`src/rtl/mem_stage_lsu.sv`:
```
// rtl/mem_stage_lsu.sv - M-stage load/store unit bridging the pipeline to a valid/ready data bus
// One bus transaction per legal access; the pipeline is stalled until the response arrives.
module mem_stage_lsu (
    input  logic        clk,
    input  logic        reset,
    input  logic        memreadM,
    input  logic        memwriteM,
    input  logic [2:0]  memsizeM,
    input  logic [31:0] aluoutM,
    input  logic [31:0] writedataM,
    output logic [31:0] readdataM,
    output logic        stallM,
    output logic        misalignM,
    output logic        bus_valid,
    input  logic        bus_ready,
    output logic        bus_we,
    output logic [31:0] bus_addr,
    output logic [31:0] bus_wdata,
    output logic [3:0]  bus_wstrb,
    input  logic        bus_rvalid,
    input  logic [31:0] bus_rdata
);

    typedef enum logic [1:0] {IDLE, REQ, RESP, DONE} stateT;

    stateT       state, stateNext;
    logic        access, sizeBad, alignBad, illegal, startAccess;
    logic [3:0]  stStrb;
    logic [31:0] stData;
    logic [2:0]  sizeQ;
    logic [1:0]  offQ;
    logic [31:0] readQ;
    logic [7:0]  ldByte;
    logic [15:0] ldHalf;
    logic [31:0] ldData;

    always_comb begin
        access      = memreadM | memwriteM;
        sizeBad     = (memsizeM == 3'b011) | (memsizeM == 3'b110) | (memsizeM == 3'b111);
        alignBad    = ((memsizeM[1:0] == 2'b01) & aluoutM[0]) |
                      ((memsizeM[1:0] == 2'b10) & (aluoutM[1:0] != 2'b00));
        illegal     = access & (sizeBad | alignBad);
        startAccess = access & ~illegal;
    end

    // Stores replicate the datum across lanes so the strobe alone selects the bytes.
    always_comb begin
        stStrb = 4'b0000;
        stData = writedataM;
        if (memwriteM) begin
            case (memsizeM[1:0])
                2'b00: begin
                    stStrb = 4'b0001 << aluoutM[1:0];
                    stData = {4{writedataM[7:0]}};
                end
                2'b01: begin
                    stStrb = 4'b0011 << {aluoutM[1], 1'b0};
                    stData = {2{writedataM[15:0]}};
                end
                default: stStrb = 4'b1111;
            endcase
        end
    end

    always_comb begin
        ldByte = bus_rdata[{offQ, 3'b000} +: 8];
        ldHalf = offQ[1] ? bus_rdata[31:16] : bus_rdata[15:0];
        case (sizeQ)
            3'b000:  ldData = {{24{ldByte[7]}}, ldByte};
            3'b001:  ldData = {{16{ldHalf[15]}}, ldHalf};
            3'b100:  ldData = {24'h000000, ldByte};
            3'b101:  ldData = {16'h0000, ldHalf};
            default: ldData = bus_rdata;
        endcase
    end

    always_comb begin
        stateNext = state;
        case (state)
            IDLE:    if (startAccess) stateNext = REQ;
            REQ:     if (bus_ready)   stateNext = RESP;
            RESP:    if (bus_rvalid)  stateNext = DONE;
            DONE:    stateNext = IDLE;
            default: stateNext = IDLE;
        endcase
    end

    always_comb begin
        bus_valid = ~reset & (state == REQ);
        stallM    = ~reset & (((state == IDLE) & startAccess) | (state == REQ) | (state == RESP));
        misalignM = ~reset & (state == IDLE) & illegal;
        readdataM = misalignM ? 32'h0 : readQ;
    end

    always_ff @(posedge clk) begin
        if (reset) begin
            state     <= IDLE;
            bus_we    <= 1'b0;
            bus_addr  <= 32'h0;
            bus_wdata <= 32'h0;
            bus_wstrb <= 4'b0000;
            sizeQ     <= 3'b000;
            offQ      <= 2'b00;
            readQ     <= 32'h0;
        end else begin
            state <= stateNext;
            // Bus outputs are frozen here so they stay stable for the whole REQ phase.
            if (state == IDLE && startAccess) begin
                bus_we    <= memwriteM;
                bus_addr  <= {aluoutM[31:2], 2'b00};
                bus_wdata <= stData;
                bus_wstrb <= stStrb;
                sizeQ     <= memsizeM;
                offQ      <= aluoutM[1:0];
            end
            if (state == RESP && bus_rvalid && !bus_we) begin
                readQ <= ldData;
            end
        end
    end

endmodule

```
`config.mk`:
```
export PLATFORM = sky130hd
export DESIGN_NAME = mem_stage_lsu
export DESIGN_NICKNAME = d
export VERILOG_FILES = /design/src/rtl/mem_stage_lsu.sv
export SDC_FILE = /design/constraint.sdc
export NUM_CORES = 1
export LEC_CHECK = 0
export CAP_MARGIN = 20
export CORE_AREA = 4 4 90 176
export DETAILED_ROUTE_END_ITERATION = 7
export DIE_AREA = 0 0 94 180
export PLACE_DENSITY = 0.76
export SLEW_MARGIN = 20
export SYNTH_ARGS = -nofsm -noshare
export SYNTH_HDL_FRONTEND = slang
export SYNTH_SLANG_ARGS = --single-unit
```
`constraint.sdc`:
```
create_clock -name clk -period 1.68 [get_ports clk]
set_input_delay 0.336 -clock clk [delete_from_list [all_inputs] [get_ports clk]]
set_output_delay 0.336 -clock clk [all_outputs]
set_load 0.02 [all_outputs]
```
==> results of run 1 <==
## routing by layer
| metal | share of wire | vias to the layer above | track usage |
|---|---|---|---|
| li1 | - | 2617 | - |
| met1 | 0.34 | 2534 | 0.211 |
| met2 | 0.56 | 214 | 0.412 |
| met3 | 0.053 | 57 | 0.0381 |
| met4 | 0.047 | 0 | 0.111 |
| met5 | 0 | - | 0 |
## worst paths after layout
check,end,slack [ps],cells after the start
hold / removal,bus_addr[14],360,3
setup reg to reg,readQ[22],-80,10
hold reg to reg,bus_wstrb[3],450,2
setup / recovery,readdataM[31],-330,8
## cell usage in the layout, fill, tap and decap left out, types with 11 or more instances in the layout
master	n
a211oi_1	17
a21oi_1	83
buf_4	56
buf_6	31
clkdlybuf4s50_1	130
dfxtp_1	103
dlygate4sd2_1	11
dlymetal6s2s_1	25
mux2i_1	27
nand2_1	155
nor2_1	27
nor2b_1	13
nor2b_4	15
o211ai_1	18
## flip-flops by register name, summed over array words and instances, names as in the netlist
register,cells
state,2
bus_wstrb,4
bus_addr,30
readQ,32
offQ,2
bus_wdata,32
bus_we,1
sizeQ,3
## stage by stage
stage | TNS (ps) | total power [W]
5_1_grt | -13900 | 0.0106
4_1_cts | -11190 | 0.00983
2_1_floorplan | -545 | 0.00541
6_report | -10740 | 0.0100
3_3_place_gp | -79700 | 0.00713
3_5_place_dp | -82860 | 0.00719
## synth_stat cells
cell / n / area, um^2
conb_1: 1 / 3.75
a21oi_2: 1 / 8.76
o221ai_1: 8 / 70.1
a22o_1: 1 / 8.76
nor3_1: 2 / 10.0
buf_1: 1 / 3.75
a41o_1: 1 / 10.0
a311oi_1: 8 / 70.1
nand3_1: 1 / 5.00
dfxtp_1: 106 / 2120
a221oi_1: 1 / 8.76
a211oi_1: 24 / 180
nor2b_1: 38 / 238
o21bai_1: 1 / 7.51
buf_2: 14 / 70.1
mux2i_1: 27 / 270
or2_1: 1 / 6.26
o32ai_1: 7 / 61.3
or3_1: 7 / 43.8
nand2b_1: 3 / 18.8
nor4_4: 1 / 21.3
a2111oi_0: 1 / 8.76
a21oi_1: 87 / 435
nand3b_1: 2 / 15.0
nor2_1: 35 / 131
nand2_1: 156 / 586
buf_6: 3 / 33.8
inv_1: 7 / 26.3
o21ai_1: 1 / 5.00
a21o_1: 1 / 7.51
o21ai_0: 3 / 15.0
o22a_1: 7 / 61.3
nor3_4: 1 / 16.3
buf_4: 13 / 97.6
o211ai_1: 18 / 135
and3b_1: 1 / 8.76
ha_1: 4 / 50.1
clkbuf_1: 20 / 75.1
o21ba_1: 1 / 10.0
o41ai_1: 1 / 8.76
## cell families after synthesis
logic type	synth area share
AO/OA/AOI/OAI	0.224
flip-flops	0.427
buffers and inverters	0.0617
multiplexers	0.0544
adder cells (fa/ha/maj)	0.0101
other	0.000755
AND/OR/NAND/NOR	0.222
## timing repair
action | in CTS | in global routing
resized for setup | 263 | 92
cloned | 6 | 1
setup buffers | 9 | 7
endpoints found under the setup margin | 143 | 153
hold buffers | 0 | 0
pin swaps | 9 | 22
## final cells by class
| class | count | area, um^2 |
|---|---|---|
| timing repair buffer | 279 | 2890 |
| inverter | 7 | 26.3 |
| clock buffer | 10 | 229 |
| fill | 1264 | 5870 |
| sequential | 106 | 2130 |
| multi-input combinational | 453 | 3000 |
| clock inverter | 6 | 56.3 |
| tap | 192 | 240 |
## report_power, final
part	switching (W)	internal, W	leakage (nW)
logic	0.00243	0.00231	2.55
clock network	0.00101	0.00104	0.138
registers	0.000277	0.00297	0.865
total	0.00372	0.00632	3.55
## critical path: stages, from the launching register on
cell	delay (ps)
dfxtp_2	330
inv_2	70
ha_4	150
o21ai_4	70
nor3_4	190
buf_12	160
buf_12	150
nor2b_1	60
buf_4	150
==> summary.md, run 1 <==
| Metric | Value |
|---|---|
| Status | `complete, but fails checks` |
| Failing checks | `negative setup slack` |
| Critical path peak fanout | `8` |
| Vias in the first global route | `5273` |
| Setup Viol. Count Final | `49` |
| HP Class | `in2reg` |
| Placed cell areas | `0.00752 mm^2` |
| Hold_ws | `357 ps` |
| Power Dens Cells | `1170 mW/mm^2` |
| Buffer depth of the longest clock path | `2` |
| Crit. End Element | `output port` |
| Design area | `0.00856 mm^2` |
| PortBufs | `206` |
| Final WL | `19.1 mm` |
| Setup crit start kind | `flip-flop` |
| Post-DR wirelength/cell | `18.1 um` |
| Non-Filler Instances | `1053` |
| HP Start | `reset` |
| Vias after detailed routing | `5422` |
| Antenna diodes | `0` |
| Flops & latches, synth | `106` |
| Skew-Pair Late Insertion Delay | `340 ps` |
| Number of max-cap violations | `0` |
| Req. time, crit path | `1340 ps` |
| P_leak | `3.55 nW` |
| Clock Tree Root | `clkbuf_16` |
| Share of layout cells above drive strength 1 | `0.239` |
| CTS tree | `yes` |
| Yosys warnings | `0` |
| Die X | `94 um` |
| Initial antenna violation count | `0` |
| Total CTS buffers | `9` |
| Area grow syn2layout | `72.5%` |
| Distinct cells, synth | `40` |
| H-tree levels | `3` |
| Nets | `965` |
| Critical Path AT | `1670 ps` |
| Die area | `0.0169 mm^2` |
| Slew headroom | `0.583` |
| Reg2Reg Launch Point | `state[0]` |
| Post-layout util | `0.593` |
| Clk slew on worst S/H paths | `80 ps` |
| Placer Congestion | `0.897` |
| Largest net degree at the start of global routing | `65` |
| DR iter-0 viols | `164` |
| Initial Util | `0.344` |
| Via density | `5.15` |
| Gr usage total | `0.215` |
| Hold Violations, Final | `0` |
| Worst Tran Pin Value | `625 ps` |
| # clock sinks | `106` |
| Final min period | `2010 ps` |
| Unrepaired setup endpoints after global routing | `true` |
| Syn Std Cell Area | `0.00496 mm^2` |
| Final Max Slew Viols | `0` |
| Height of the die | `180 um` |
| Crit. Startpoint | `state[1]` |
| Placement Setup Slack | `-1080 ps` |
| Row cnt | `62` |
| Drt drc | `0` |
| Core footprint | `0.0144 mm^2` |
| DP HPWL | `13.4 mm` |
| Highest clock rate | `498 MHz` |
| Instance count of the mapped netlist | `616` |
| Period utilisation layout | `1.20` |
| DRT Pass-1 Iters | `5` |
| Worst IR Drop VDD | `686 uV` |
| Post-DRT Antenna Nets | `0` |
| Ports | `209` |
| Cells after DPL | `1019` |
| Global route overflow | `0` |
| Worst Setup Slack, final | `-329 ps` |
| First-pass GRT wire length | `28.5 mm` |
| Final Skew | `7.82 ps` |
| Synth Area per Inst | `8.06 um^2` |
| Seq/Total Area, Yosys | `0.427` |
| Crit Path Class | `reg2out` |
Note: power is estimated with default switching activity, not from simulation.
==> run 2: changes to the inputs <==
--- a/config.mk
+++ b/config.mk
@@ -7,6 +7,7 @@
 export LEC_CHECK = 0
 export CAP_MARGIN = 20
 export CORE_AREA = 4 4 90 176
+export CTS_CLUSTER_SIZE = 10
 export DETAILED_ROUTE_END_ITERATION = 7
 export DIE_AREA = 0 0 94 180
 export PLACE_DENSITY = 0.76
==> results of run 2 <==
Same layout as run 1: the final DEF is identical, and so are final timing and power.
